### src/rtl/uart_byte_fifo_if.sv
// Handshake bundle between uart_RX, the byte FIFO and uart_TX.
// The master side is the surrounding loopback logic (RX/TX models); the
// slave side is the FIFO itself.
interface uart_byte_fifo_if #(
    parameter int DEPTH_LOG2 = 4
);
    logic                  i_DV;
    logic [7:0]            i_BYTE;
    logic                  i_TX_ACTIVE;
    logic                  i_TX_DONE;
    logic                  i_CLR_OVF;
    logic                  o_DV;
    logic [7:0]            o_BYTE;
    logic [DEPTH_LOG2:0]   o_COUNT;
    logic                  o_EMPTY;
    logic                  o_FULL;
    logic                  o_OVERFLOW;

    modport master (
        output i_DV, i_BYTE, i_TX_ACTIVE, i_TX_DONE, i_CLR_OVF,
        input  o_DV, o_BYTE, o_COUNT, o_EMPTY, o_FULL, o_OVERFLOW
    );

    modport slave (
        input  i_DV, i_BYTE, i_TX_ACTIVE, i_TX_DONE, i_CLR_OVF,
        output o_DV, o_BYTE, o_COUNT, o_EMPTY, o_FULL, o_OVERFLOW
    );
endinterface

### src/rtl/uart_byte_fifo.sv
// Elastic byte buffer between uart_RX and uart_TX in the loopback path.
// Bytes from RX are queued in a circular buffer; a small drain FSM launches
// one byte into TX and waits for TX completion before launching the next.
// Writes into a full buffer are dropped and flagged in a sticky overflow bit.
module uart_byte_fifo #(
    parameter int DEPTH_LOG2 = 4
) (
    input  logic             i_CLK,
    input  logic             i_RST_N,
    uart_byte_fifo_if.slave  bus
);
    localparam int                  DEPTH      = 2 ** DEPTH_LOG2;
    localparam logic [DEPTH_LOG2:0] FULL_COUNT = (DEPTH_LOG2 + 1)'(DEPTH);
    localparam logic [DEPTH_LOG2:0] CNT_ONE    = (DEPTH_LOG2 + 1)'(1);
    localparam logic [DEPTH_LOG2-1:0] PTR_ONE  = DEPTH_LOG2'(1);

    typedef enum logic [1:0] {
        IDLE,
        SEND,
        WAIT_DONE
    } drain_state_t;

    logic [7:0]            mem [DEPTH];
    logic [DEPTH_LOG2-1:0] wr_ptr;
    logic [DEPTH_LOG2-1:0] rd_ptr;
    logic [DEPTH_LOG2:0]   count;
    drain_state_t          state;
    logic                  tx_dv;
    logic [7:0]            tx_byte;
    logic                  overflow;

    logic full;
    logic empty;
    logic push;
    logic pop;

    // Full/empty come only from the registered count, so the launch decision
    // and the drop decision both see the pre-edge occupancy.
    assign full  = (count == FULL_COUNT);
    assign empty = (count == '0);
    assign push  = bus.i_DV && !full;
    assign pop   = (state == IDLE) && !empty && !bus.i_TX_ACTIVE;

    // Byte storage, written on every accepted push.
    // NOTE: the storage array has no reset; every entry is written before it can be read, and a reset on it would force flops instead of RAM.
    always_ff @(posedge i_CLK) begin
        if (push) begin
            mem[wr_ptr] <= bus.i_BYTE;
        end
    end

    // Pointer and occupancy bookkeeping; a push and a pop together leave count unchanged.
    // NOTE: all state updates use non-blocking assignments so every register sees pre-edge values.
    always_ff @(posedge i_CLK or negedge i_RST_N) begin
        if (!i_RST_N) begin
            wr_ptr <= '0;
            rd_ptr <= '0;
            count  <= '0;
        end else begin
            if (push) begin
                wr_ptr <= wr_ptr + PTR_ONE;
            end
            if (pop) begin
                rd_ptr <= rd_ptr + PTR_ONE;
            end
            case ({push, pop})
                2'b10:   count <= count + CNT_ONE;
                2'b01:   count <= count - CNT_ONE;
                default: count <= count;
            endcase
        end
    end

    // Sticky overflow flag; a dropped write wins over a clear in the same cycle.
    always_ff @(posedge i_CLK or negedge i_RST_N) begin
        if (!i_RST_N) begin
            overflow <= 1'b0;
        end else if (bus.i_DV && full) begin
            overflow <= 1'b1;
        end else if (bus.i_CLR_OVF) begin
            overflow <= 1'b0;
        end
    end

    // Drain FSM: launch one byte, drop the strobe, then wait for TX completion.
    always_ff @(posedge i_CLK or negedge i_RST_N) begin
        if (!i_RST_N) begin
            state   <= IDLE;
            tx_dv   <= 1'b0;
            tx_byte <= 8'h00;
        end else begin
            case (state)
                IDLE: begin
                    if (pop) begin
                        tx_byte <= mem[rd_ptr];
                        tx_dv   <= 1'b1;
                        state   <= SEND;
                    end
                end
                SEND: begin
                    tx_dv <= 1'b0;
                    state <= WAIT_DONE;
                end
                WAIT_DONE: begin
                    if (bus.i_TX_DONE) begin
                        state <= IDLE;
                    end
                end
                default: begin
                    tx_dv <= 1'b0;
                    state <= IDLE;
                end
            endcase
        end
    end

    assign bus.o_DV       = tx_dv;
    assign bus.o_BYTE     = tx_byte;
    assign bus.o_COUNT    = count;
    assign bus.o_EMPTY    = empty;
    assign bus.o_FULL     = full;
    assign bus.o_OVERFLOW = overflow;

endmodule
### src/flat_wrapper.sv
// flat-port wrapper written by rule: the top's interface ports become plain ports
module uart_byte_fifo_flat 
#(
    parameter int DEPTH_LOG2 = 4
)
  (i_CLK, i_RST_N, bus_i_DV, bus_i_BYTE, bus_i_TX_ACTIVE, bus_i_TX_DONE, bus_i_CLR_OVF, bus_o_DV, bus_o_BYTE, bus_o_COUNT, bus_o_EMPTY, bus_o_FULL, bus_o_OVERFLOW);
  uart_byte_fifo_if #(.DEPTH_LOG2(DEPTH_LOG2)) bus_i ();
  input  logic i_CLK;
  input  logic i_RST_N;
  input wire logic [$bits(bus_i.i_DV)-1:0] bus_i_DV;
  input wire logic [$bits(bus_i.i_BYTE)-1:0] bus_i_BYTE;
  input wire logic [$bits(bus_i.i_TX_ACTIVE)-1:0] bus_i_TX_ACTIVE;
  input wire logic [$bits(bus_i.i_TX_DONE)-1:0] bus_i_TX_DONE;
  input wire logic [$bits(bus_i.i_CLR_OVF)-1:0] bus_i_CLR_OVF;
  output wire logic [$bits(bus_i.o_DV)-1:0] bus_o_DV;
  output wire logic [$bits(bus_i.o_BYTE)-1:0] bus_o_BYTE;
  output wire logic [$bits(bus_i.o_COUNT)-1:0] bus_o_COUNT;
  output wire logic [$bits(bus_i.o_EMPTY)-1:0] bus_o_EMPTY;
  output wire logic [$bits(bus_i.o_FULL)-1:0] bus_o_FULL;
  output wire logic [$bits(bus_i.o_OVERFLOW)-1:0] bus_o_OVERFLOW;
  assign bus_i.i_DV = bus_i_DV;
  assign bus_i.i_BYTE = bus_i_BYTE;
  assign bus_i.i_TX_ACTIVE = bus_i_TX_ACTIVE;
  assign bus_i.i_TX_DONE = bus_i_TX_DONE;
  assign bus_i.i_CLR_OVF = bus_i_CLR_OVF;
  assign bus_o_DV = bus_i.o_DV;
  assign bus_o_BYTE = bus_i.o_BYTE;
  assign bus_o_COUNT = bus_i.o_COUNT;
  assign bus_o_EMPTY = bus_i.o_EMPTY;
  assign bus_o_FULL = bus_i.o_FULL;
  assign bus_o_OVERFLOW = bus_i.o_OVERFLOW;
  uart_byte_fifo #(.DEPTH_LOG2(DEPTH_LOG2)) u_core (.i_CLK(i_CLK), .i_RST_N(i_RST_N), .bus(bus_i));
endmodule
### config.mk
export PLATFORM = sky130hd
export DESIGN_NAME = uart_byte_fifo_flat
export DESIGN_NICKNAME = d
export VERILOG_FILES = /design/src/rtl/uart_byte_fifo_if.sv /design/src/rtl/uart_byte_fifo.sv /design/src/flat_wrapper.sv
export SDC_FILE = /design/constraint.sdc
export NUM_CORES = 1
export LEC_CHECK = 0
export ABC_AREA = 0
export BUFFER_PORTS_ARGS = -buffer_cell sky130_fd_sc_hd__buf_2
export CORE_MARGIN = 2
export CORE_UTILIZATION = 63
export DETAILED_ROUTE_END_ITERATION = 10
export PLACE_DENSITY = 0.79
export SLEW_MARGIN = 20
export SYNTH_ARGS = -nofsm -noshare
export SYNTH_HDL_FRONTEND = slang
export SYNTH_SLANG_ARGS = --single-unit
### constraint.sdc
create_clock -name i_CLK -period 5.3 [get_ports i_CLK]
set_input_delay 0.53 -clock i_CLK [delete_from_list [all_inputs] [get_ports i_CLK]]
set_output_delay 0.53 -clock i_CLK [all_outputs]
set_load 0.1 [all_outputs]
* Word-level counts from Yosys, hierarchy flattened *
Memories as Yosys holds them, arrays and structs flattened. A register that Yosys moved wholly into a read port is not among the register bits.
Index checks and enable logic that the tools add are counted.

operators by class
  $add $sub $neg = 4
  equal/unequal tests = 7
  multiplexer cells = 10
  bitwise gates (word level) = 1
  reduce and logical (&&, ||, !) cells = 15

operators with widths
  cell                 number
  $pmux 5 s2           1
  $add 4x1->4 const B  2
  $pmux 2 s3           1
  $reduce_and 2->1     3
  $add 5x1->5 const B  1
  $eq 5x5->1 const B   1
  $logic_not 5->1      1
  $mux 1               5
  $sub 5x1->5 const B  1
  $eq 2x1->1 const B   2
  $eq 2x2->1 const B   2
  $logic_and 1x1->1    4
  $logic_not 1->1      4
  $mux 2               2
  $reduce_bool 2->1    2
  $logic_not 2->1      1
  $ne 2x1->1 const B   1
  $ne 2x2->1 const B   1
  $pmux 1 s2           1
  $not 1->1            1

storage, ports and cells
  bits in registers = 17
  memory bits (writable) = 128
  input bits = 14
  output and inout port bits = 17
  logic and storage cells = 44
  memories = 1

memory list
  name        words  bits a word  read ports  clocked after Yosys merged registers in  write ports  line                  RTL
  u_core.mem  16     8            1           1                                        1            uart_byte_fifo.sv:23  logic [7:0] mem [DEPTH];

* Depth between registers and ports, before layout *
Gate-level depths: netlist of run 1.

  depth after elaboration = 6
  depth in mapped cells = 13

* Least setup slack after synthesis of run 1 *
No wires, ideal clock.

  path kind = register -> register
  start = reg u_core.count[0] (netlist: u_core.bus.o_COUNT[0])
  end = reg u_core.count[4] (netlist: u_core.bus.o_COUNT[4])
  setup time = 159 ps
  arrival time = 4468 ps
  data required time = 5141 ps
  path slack = 673 ps
  stages on the path, launching flop included = 12
  buffers on the path = 0
  period minus slack after synthesis = 4627 ps
  cell sequence = dfrtp_1 nor4_1 nor2b_1 or4_1 inv_2 ha_1 ha_1 nor2b_1 o21ai_0 a21oi_1 or3b_2 xnor2_1

between the ends
  cells in the longest elaborated chain, start to end = 6
  elaborated cells on any way between the ends = 13
  those cells by class = 2 x add/sub; 3 x eq/ne; 1 x mux; 7 x reduce/logical

RTL lines
  item                                                    line                  RTL
  from (decl)                                             uart_byte_fifo.sv:26  logic [DEPTH_LOG2:0] count;
  from (signal assigned)                                  uart_byte_fifo.sv:67  2'b10: count <= count + CNT_ONE;
  from (signal assigned)                                  uart_byte_fifo.sv:68  2'b01: count <= count - CNT_ONE;
  from (signal assigned)                                  uart_byte_fifo.sv:69  default: count <= count;
  $logic_not 5->1 (*)                                     uart_byte_fifo.sv:40  assign empty = (count == '0);
  named net bus_o_EMPTY                                   flat_wrapper.sv:18    output wire logic [$bits(bus_i.o_EMPTY)-1:0] bus_o_EMPTY;
  $logic_not 1->1 (*)                                     uart_byte_fifo.sv:42  assign pop = (state == IDLE) && !empty && !bus.i_TX_ACTIVE;
  $logic_and 1x1->1 (*) (2 in a row)                      uart_byte_fifo.sv:42
  named net u_core.pop                                    uart_byte_fifo.sv:35  logic pop;
  $eq 2x1->1 / $eq 2x2->1 (equally long branches)         uart_byte_fifo.sv:66  case ({push, pop})
  $pmux 5 s2 / $reduce_bool 2->1 (equally long branches)  -

Mark *: on every way through the listed nets, which the timed path passes. The rest lies on a longest branch.
A chain may end at the register's enable or synchronous reset.

* Final worst setup path of run 1 *
  start = reg u_core.count[0] (netlist: u_core.bus.o_COUNT[0])
  end = reg u_core.count[4] (netlist: u_core.bus.o_COUNT[4])

between the ends
  cells in the longest elaborated chain, start to end = 6
  elaborated cells on any way between the ends = 13
  those cells by class = 2 x add/sub; 3 x eq/ne; 1 x mux; 7 x reduce/logical

RTL lines
  item                                                    line
  $logic_not 5->1 (*)                                     uart_byte_fifo.sv:40
  $logic_not 1->1 (*)                                     uart_byte_fifo.sv:42
  $logic_and 1x1->1 (*) (2 in a row)                      uart_byte_fifo.sv:42
  named net u_core.pop                                    uart_byte_fifo.sv:35
  $eq 2x1->1 / $eq 2x2->1 (equally long branches)         uart_byte_fifo.sv:66
  $pmux 5 s2 / $reduce_bool 2->1 (equally long branches)  -

Marks and branches as above.

==> results of run 1 <==
-- area by class of cell --
class	count	area, um2
inverter	12	45.0
fill	577	2670
tap	133	166
sequential	153	4470
multi-input combinational	152	1580
clock inverter	9	71.3
timing repair buffer	37	205
clock buffer	23	478
-- state kept, by name, summed over array words and instances, names as in the netlist --
name / cells
u_core.bus.o_DV: 1
u_core.mem: 128
u_core.bus.o_OVERFLOW: 1
u_core.state: 2
u_core.wr_ptr: 4
u_core.rd_ptr: 4
u_core.bus.o_COUNT: 5
u_core.bus.o_BYTE: 8
-- cell families after synthesis --
group / after synthesis / synth area share (%)
xor+xnor: 10 / 1.41
mux: 50 / 15.7
fa+ha+maj: 10 / 2.14
compound gates: 25 / 2.18
simple gates: 57 / 4.01
buf+inv: 30 / 2.58
flops: 153 / 72.0
-- power by group --
part | switching (mW) | total (mW) | internal [mW]
Combinational | 0.908 | 1.41 | 0.497
Clock | 0.434 | 1.10 | 0.670
Sequential | 0.189 | 1.69 | 1.51
Total | 1.53 | 4.20 | 2.67
-- worst min path at each step --
stage	startpoint	to	slack, ns
2_1_floorplan	i_RST_N	u_core.bus.o_BYTE[0]	0.23
3_3_place_gp	u_core.bus.o_BYTE[7]	u_core.bus.o_BYTE[7]	0.46
3_5_place_dp	u_core.bus.o_BYTE[5]	u_core.bus.o_BYTE[5]	0.48
4_1_cts	bus_i_DV	u_core.bus.o_OVERFLOW	0.23
5_1_grt	bus_i_DV	u_core.bus.o_OVERFLOW	0.25
6_report	bus_i_DV	u_core.bus.o_OVERFLOW	0.25
-- metal layers --
| metal | track usage [%] | up-vias | wire length [um] |
|---|---|---|---|
| li1 | - | 1375 | - |
| met5 | 0 | - | 0 |
| met3 | 5.38 | 25 | 532 |
| met1 | 28.5 | 1527 | 4540 |
| met4 | 12.4 | 0 | 288 |
| met2 | 36.5 | 94 | 5510 |
-- metrics by stage --
| stage | instances | setup WS [ns] | instance area (um2) |
|---|---|---|---|
| 3_3_place_gp | 486 | 1.90 | 6460 |
| 4_1_cts | 519 | 1.73 | 7020 |
| 6_report | 519 | 1.74 | 7020 |
| 3_5_place_dp | 486 | 1.76 | 6460 |
| 5_1_grt | 519 | 1.49 | 7020 |
| 2_1_floorplan | 335 | 0.673 | 6210 |
-- synthesized netlist by cell type (7+ instances only) --
| library cell | instances | area [um2] |
|---|---|---|
| edfxtp_1 | 128 | 3840 |
| nand2_1 | 29 | 109 |
| dfrtp_1 | 25 | 626 |
| mux4_1 | 17 | 447 |
| mux4_2 | 15 | 338 |
| o21ai_1 | 15 | 75.1 |
| nor2_1 | 13 | 48.8 |
| inv_1 | 11 | 41.3 |
| ha_1 | 9 | 113 |
| mux2_2 | 9 | 101 |
| mux2i_1 | 9 | 90.1 |
| xnor2_1 | 8 | 70.1 |
| buf_2 | 7 | 35.0 |
==> reports/metrics.yaml, run 1 <==
cpMaxStageDelayCell: "or4_1"
cts.path.max_buffers: 2
drtIter0Drc: 145
syn_nets: 359
slew_viol_final: 0
grt_pass1_wl_mm: 16.5
fin_crit_sh_pct: 67.1
maxSlewHeadroom_pct: 35.8
clk_pin_slew_ns: 0.06
critPathMaxFanout: 21
track_usage_pct: 22.5
clock_sinks: 153
antenna_left: 0
portBuffers: 30
worst_pin_slew_ns: 0.959
path_buf_inv: 1
path_cells: "nor4_1, nor2b_1, or4_1, inv_2, ha_1, ha_1, nor2b_1, o21ai_0, a21oi_1, or3b_2, xnor2_1"
holdCritPathClass: "primary input to register"
fin_nets: 397
n_antenna_cell: 0
cap_viol_max_count: 0
final_common_cell: "edfxtp_1"
insertion_delay_ns: 0.52
synth-main-ff-cell: "edfxtp_1"
start_util_pct: 64.1
vias_per_cell: 5.82
drtPass1Iterations: 4
p_per_area_nw_per_um2: 599
finalHoldViolCount: 0
worstSetupPathType: "register to register"
drt-total-wl_mm: 10.9
leakage_nw: 2.57
synth-edff-count: 128
status: "completed"
crit_start: "u_core.bus.o_COUNT[0]"
min_delay_path_depth: 2
cts_tree: "built"
yosysUniqueCellTypes: 36
ys_ff_latch: 153
syn_avg_cell_area_um2: 18.5
skew_ns: 0.0107
ys_warn_count: 0
routabilityCongestion: 0.763
period_minus_slack_ns: 3.56
cts_hold_buffers: 1
antenna_found_initial: 0
drc: 0
r2r-start: "u_core.bus.o_COUNT[0]"
cts_setup_buffers: 0
dieWidth_um: 103
final_util_pct: 72.5
cts_buffers: 17
die-area_um2: 10700
async_reset_ff_share_pct: 16.3
arrival_ns: 3.96
mostFrequentLayoutCells: "edfxtp_1, buf_2, nand2_1"
finalSetupViolations: 0
power.total_mw: 4.20
crit_required_ns: 5.71
startpoint_type: "register"
root_buffer: "clkbuf_8"
grt_max_degree: 36
area_growth_pct: 13.0
path_depth: 11
die_h_um: 103
crit_family: "simple AND/OR/NAND/NOR gates"
ys_seq_area_share_pct: 72.0
cts_resized: 0
rr_endpoint: "u_core.bus.o_COUNT[4]"
max_freq_ghz: 0.281
rows: 36
pin_count: 31
drive_above_1_share_pct: 23.8
grt_pass1_vias: 3052
core_um2: 9680
wire_per_inst_um: 20.9
hold_ws_ns: 0.250
worst-r2r-cell-count: 11
syn_inst: 335
end_kind: "register"
vias: 3021
peakVddDrop_uv: 377
slowest_delay_ns: 0.60
dp_hpwl_mm: 6.71
rsz0062_at_grt: "no"
ff2ff_setup_slack_ns: 1.74
h-tree-depth: 4
endpoint: "u_core.bus.o_COUNT[4]"
grt_overflow_total: 0
netlist_area_um2: 6210
fin_setup_tns_ns: 0
Power figures use the tool's default switching activity.
==> run 2: changes to the inputs <==
Settings changed: ABC_AREA 0 to 1, CORE_UTILIZATION 63 to 55, PLACE_DENSITY 0.79 to 0.72.
Clock period 5.3 ns to 3 ns, I/O delays scaled along.
==> run 2 against run 1 <==
Clock skew increased by 0.0069 ns. Sequential power increased by 67%. Combinational power up 120%. Register-to-register slack got worse by 1.3 ns. Sequential cell count did not move. Critical endpoint unchanged. Largest power group is now combinational cells. Maximum frequency increased by 42%. Final cell count rose by 68%. Global-route usage increased by 0.76 points. Sequential share of layout area fell by 5.5 points. Non-clock buffer count grew 11.
==> reports/metrics.yaml, run 2 <==
status: "completed"
cts_resized: 0
syn_avg_cell_area_um2: 10.1
grt_max_degree: 67
fin_nets: 737
mostFrequentLayoutCells: "nand2_1, edfxtp_1, inv_1"
cap_viol_max_count: 0
hold_ws_ns: 0.0697
drc: 0
die-area_um2: 13200
worst_pin_slew_ns: 0.713
syn_inst: 674
cts_buffers: 17
start_util_pct: 56.5
power.total_mw: 7.96
end_kind: "register"
antenna_found_initial: 0
wire_per_inst_um: 16.2
clock_power_share_pct: 25.3
antenna_left: 0
max_freq_ghz: 0.398
synth-edff-count: 128
syn_nets: 698
fin_crit_sh_pct: 83.7
final_util_pct: 63.9
synth_top_area_share_pct: 56.6
worstSetupPathType: "register to register"
synth_most_common_cell: "nand2_1"
yosysUniqueCellTypes: 24
core_um2: 12000
critPathMaxFanout: 15
cts_tree: "built"
drive_above_1_share_pct: 11.3
async_reset_ff_share_pct: 16.3
die_h_um: 115
final_common_cell: "nand2_1"
finalHoldViolCount: 0
pwr-share-seq_pct: 35.4
grt_overflow_total: 0
maxSlewHeadroom_pct: 52.4
dieWidth_um: 115
grt_pass1_wl_mm: 22.7
peakVddDrop_uv: 811
cts.path.max_buffers: 2
pin_count: 31
clock_sinks: 153
area_growth_pct: 13.0
p_sw_mw: 3.33
drtIter0Drc: 407
nFillCells: 954
skew_ns: 0.0177
swShare_pct: 41.8
synth-main-ff-cell: "edfxtp_1"
leakage_nw: 3.50
routabilityCongestion: 0.907
rows: 40
worst-r2r-cell-count: 15
largest_reg_flops: 128
insertion_delay_ns: 0.42
portBuffers: 30
drtPass1Iterations: 7
internal_power_mw: 4.63
arrival_ns: 2.82
ys_top_cells_by_area: "edfxtp_1, nand2_1, dfrtp_1"
top_register: "u_core.mem"
holdCritPathClass: "primary input to register"
track_usage_pct: 23.3
period_minus_slack_ns: 2.51
slew_viol_final: 0
ys_seq_area_share_pct: 65.8
startpoint_type: "register"
yosysTopAreaCell: "edfxtp_1"
root_buffer: "clkbuf_16"
vias_per_cell: 5.25
grt_pass1_vias: 4548
ys_warn_count: 0
crit_required_ns: 3.31
n_antenna_cell: 0
synth_common_cells: "nand2_1, edfxtp_1, inv_1"
vias: 4581
fin_setup_tns_ns: 0
rsz0062_at_grt: "no"
min_delay_path_depth: 2
netlist_area_um2: 6790
finalSetupViolations: 0
ys_ff_latch: 153
dp_hpwl_mm: 9.10
p_comb_share_pct: 39.4
clk_pin_slew_ns: 0.06
p_per_area_nw_per_um2: 1040
drt-total-wl_mm: 14.2
h-tree-depth: 4
==> run 2: per-stage QoR <==
step / setup WS, ns / std cells / instance area [um2]
6_report: 0.488 / 873 / 7670
5_1_grt: 0.259 / 873 / 7670
4_1_cts: 0.502 / 873 / 7670
3_5_place_dp: 0.517 / 840 / 7100
3_3_place_gp: 0.659 / 840 / 7100
2_1_floorplan: 0.0448 / 674 / 6790
==> run 2: worst paths after layout <==
| check | from | end | slack (ns) |
|---|---|---|---|
| worst max-delay path | u_core.bus.o_COUNT[3] | u_core.bus.o_COUNT[4] | 0.49 |
| worst min-delay path | bus_i_CLR_OVF | u_core.bus.o_OVERFLOW | 0.07 |
| worst max register to register | u_core.bus.o_COUNT[3] | u_core.bus.o_COUNT[4] | 0.49 |
| worst min register to register | u_core.bus.o_BYTE[6] | u_core.bus.o_BYTE[6] | 0.47 |
| max in group asynchronous | i_RST_N | u_core.rd_ptr[0] | 2.15 |
| min in group asynchronous | i_RST_N | u_core.wr_ptr[3] | 0.42 |
==> run 2: kinds of logic (layout without fill, tap and decap cells) <==
logic type      Yosys count  in the layout  share of synthesized area [%]
compound gates           12             12                          0.977
xor+xnor                  9              9                           1.16
fa+ha+maj                10             10                           1.95
buf+inv                 152            204                           9.23
flops                   153            153                           65.8
simple gates            338            338                           20.8
==> run 2: final cells by class <==
class                           count  area, um2  area share, %
Multi-Input combinational cell    369       1690           22.1
Tap cell                          147        184           2.40
Timing Repair Buffer               48        300           3.91
Inverter                          124        465           6.07
Sequential cell                   153       4470           58.3
Clock buffer                       18        429           5.59
Clock inverter                     14        131           1.71
==> run 2: power by group through the flow <==
stage	combinational [mW]	sequential, mW	clock, mW
floorplan	1.77	3.47	0
global placement	3.03	2.83	0
detailed placement	3.11	2.85	0
CTS	3.13	2.81	2.04
global route	3.44	2.85	2.12
finish	3.13	2.82	2.01
==> run 2: worst max-delay path, stage by stage, from the launching register on <==
cell and delay, ns:
dfrtp_1 0.43, nor2_1 0.13, nand3_1 0.09, inv_1 0.08, nand2_1 0.08, nand2_2 0.25
ha_1 0.34, inv_1 0.09, fa_1 0.40, inv_1 0.07, nand2_1 0.07, nand2_1 0.06
a21oi_1 0.06, xor2_1 0.14, nand2_1 0.06, nand2_1 0.05
==> run 2: metal layers <==
metal	share of wire [%]	global-route usage (%)	vias up
li1	-	-	2233
met1	41	28.5	2175
met2	51	39.4	147
met3	5.5	6.27	26
met4	2.0	9.72	0
met5	0	0	-
==> run 2: timing repair <==
action	in CTS	in global routing
hold buffers	1	0
hold endpoints to repair	25	0
buffers inserted	0	0
==> run 3: changes to the inputs <==
Settings changed: CORE_UTILIZATION 55 to 61, PLACE_DENSITY 0.72 to 0.76.
Clock period 3 ns to 2.4 ns, I/O delays scaled along.
==> run 3 against run 2 <==
Combinational power increased by 29%. Sequential power up 26%. Utilization increased by 8.2 points. Global-route usage is 4.2 points higher. First-iteration DRC count increased by 35%. Cell area up 1.8%. Sequential share of layout area is 0.85 points lower. Power rose by 30%. Largest cell class unchanged. Highest routed layer unchanged.
==> reports/metrics.yaml, run 3 (same netlist as run 2, synthesis figures left out) <==
n_antenna_cell: 0
fin_crit_sh_pct: 93.9
max_freq_ghz: 0.444
routabilityCongestion: 0.849
slew_viol_final: 0
peakVddDrop_uv: 1100
grt_overflow_total: 0
dieWidth_um: 109
critPathMaxFanout: 5
clock_sinks: 153
drtPass1Iterations: 5
mostFrequentLayoutCells: "nand2_1, edfxtp_1, inv_1"
grt_max_degree: 67
fin_setup_tns_ns: 0
arrival_ns: 2.68
h-tree-depth: 4
insertion_delay_ns: 0.53
core_um2: 10800
cts_tree: "built"
startpoint_type: "register"
slowest_delay_ns: 0.50
antenna_left: 0
cts_setup_buffers: 0
worstSetupPathType: "register to register"
finalSetupViolations: 0
cts.path.max_buffers: 2
period_minus_slack_ns: 2.25
largest_reg_flops: 128
drive_above_1_share_pct: 12.8
end_kind: "register"
nFillCells: 728
cap_viol_max_count: 0
start_util_pct: 62.6
vias: 4714
status: "completed"
rows: 38
holdCritPathClass: "primary input to register"
crit_path_frequent_cell: "nand2_1"
root_buffer: "clkbuf_8"
drc: 0
cts_buffers: 17
skew_ns: 0.00642
drtIter0Drc: 548
grt_pass1_vias: 4486
crit_required_ns: 2.82
die_h_um: 109
rsz0062_at_grt: "no"
final_common_cell: "nand2_1"
cpMaxStageDelayCell: "dfrtp_4"
drt-total-wl_mm: 15.3
vias_per_cell: 5.39
dp_hpwl_mm: 9.45
portBuffers: 30
p_per_area_nw_per_um2: 1330
die-area_um2: 12000
leakage_nw: 3.54
area_growth_pct: 15.1
wire_per_inst_um: 17.5
antenna_found_initial: 0
fin_nets: 746
track_usage_pct: 27.5
layout_setup_ws_ns: 0.146
pin_count: 31
place_ws_ns: 0.255
path_buf_inv: 3
clk_pin_slew_ns: 0.06
top_register: "u_core.mem"
grt_pass1_wl_mm: 23.6
path_cells: "nor2_1, nand3_1, inv_1, nand2_1, nand2_2, ha_4, inv_1, fa_1, inv_1, nand2_1, nand2_1, a21oi_1, xor2_1, nand2_1, nand2_1"
crit_family: "simple AND/OR/NAND/NOR gates"
maxSlewHeadroom_pct: 53.1
finalHoldViolCount: 0
worst_pin_slew_ns: 0.704
-- run 3: repair_timing --
item                      4_1_cts  5_1_grt
hold buffers                    4        0
resized for setup               0        0
hold endpoints to repair       27        0
-- run 3: routing by layer --
metal	GRT usage (%)	up-vias	part of all wire (%)
met5	0	-	0
met4	9.13	0	1.8
met3	6.16	23	7.9
met2	42.8	200	49
met1	38.7	2242	41
li1	-	2249	-
-- run 3: where the power goes --
group | switching [mW] | leakage (nW) | internal (mW)
clock network | 1.01 | 0.288 | 1.77
registers | 0.221 | 1.46 | 3.32
logic | 3.03 | 1.80 | 1.01
-- run 3: final cells by class --
cell class | count | area [um2] | area share, %
Inverter | 124 | 465 | 5.96
Multi-Input combinational cell | 369 | 1710 | 21.8
Tap cell | 140 | 175 | 2.24
Timing Repair Buffer | 57 | 363 | 4.64
Clock inverter | 14 | 205 | 2.63
Clock buffer | 17 | 414 | 5.30
Sequential cell | 153 | 4490 | 57.4
-- run 3: path summary, 6_finish.rpt --
kind                                        from                     to  slack, ns  cells after the start
min in group asynchronous                i_RST_N       u_core.rd_ptr[2]       0.28                      2
max reg2reg                u_core.bus.o_COUNT[3]  u_core.bus.o_COUNT[4]       0.15                     15
min reg2reg                 u_core.bus.o_BYTE[0]   u_core.bus.o_BYTE[0]       0.48                      2
max in group asynchronous                i_RST_N  u_core.bus.o_COUNT[3]       1.67                      2
max                        u_core.bus.o_COUNT[3]  u_core.bus.o_COUNT[4]       0.15                     15
min                                bus_i_BYTE[6]       u_core.mem[4][6]       0.14                      1
-- run 3: stage by stage --
step | hold slack, ns | total power, mW | util (%) | instances | instance area, um2
2_1_floorplan | -0.0556 | 6.60 | - | 674 | 6820
3_3_place_gp | 0.253 | 7.41 | 66.0 | 839 | 7160
3_5_place_dp | 0.272 | 7.54 | 66.0 | 839 | 7160
4_1_cts | 0.122 | 10.4 | 72.1 | 874 | 7820
5_1_grt | 0.135 | 10.9 | 72.1 | 874 | 7820
6_report | 0.138 | 10.4 | 72.1 | 874 | 7820
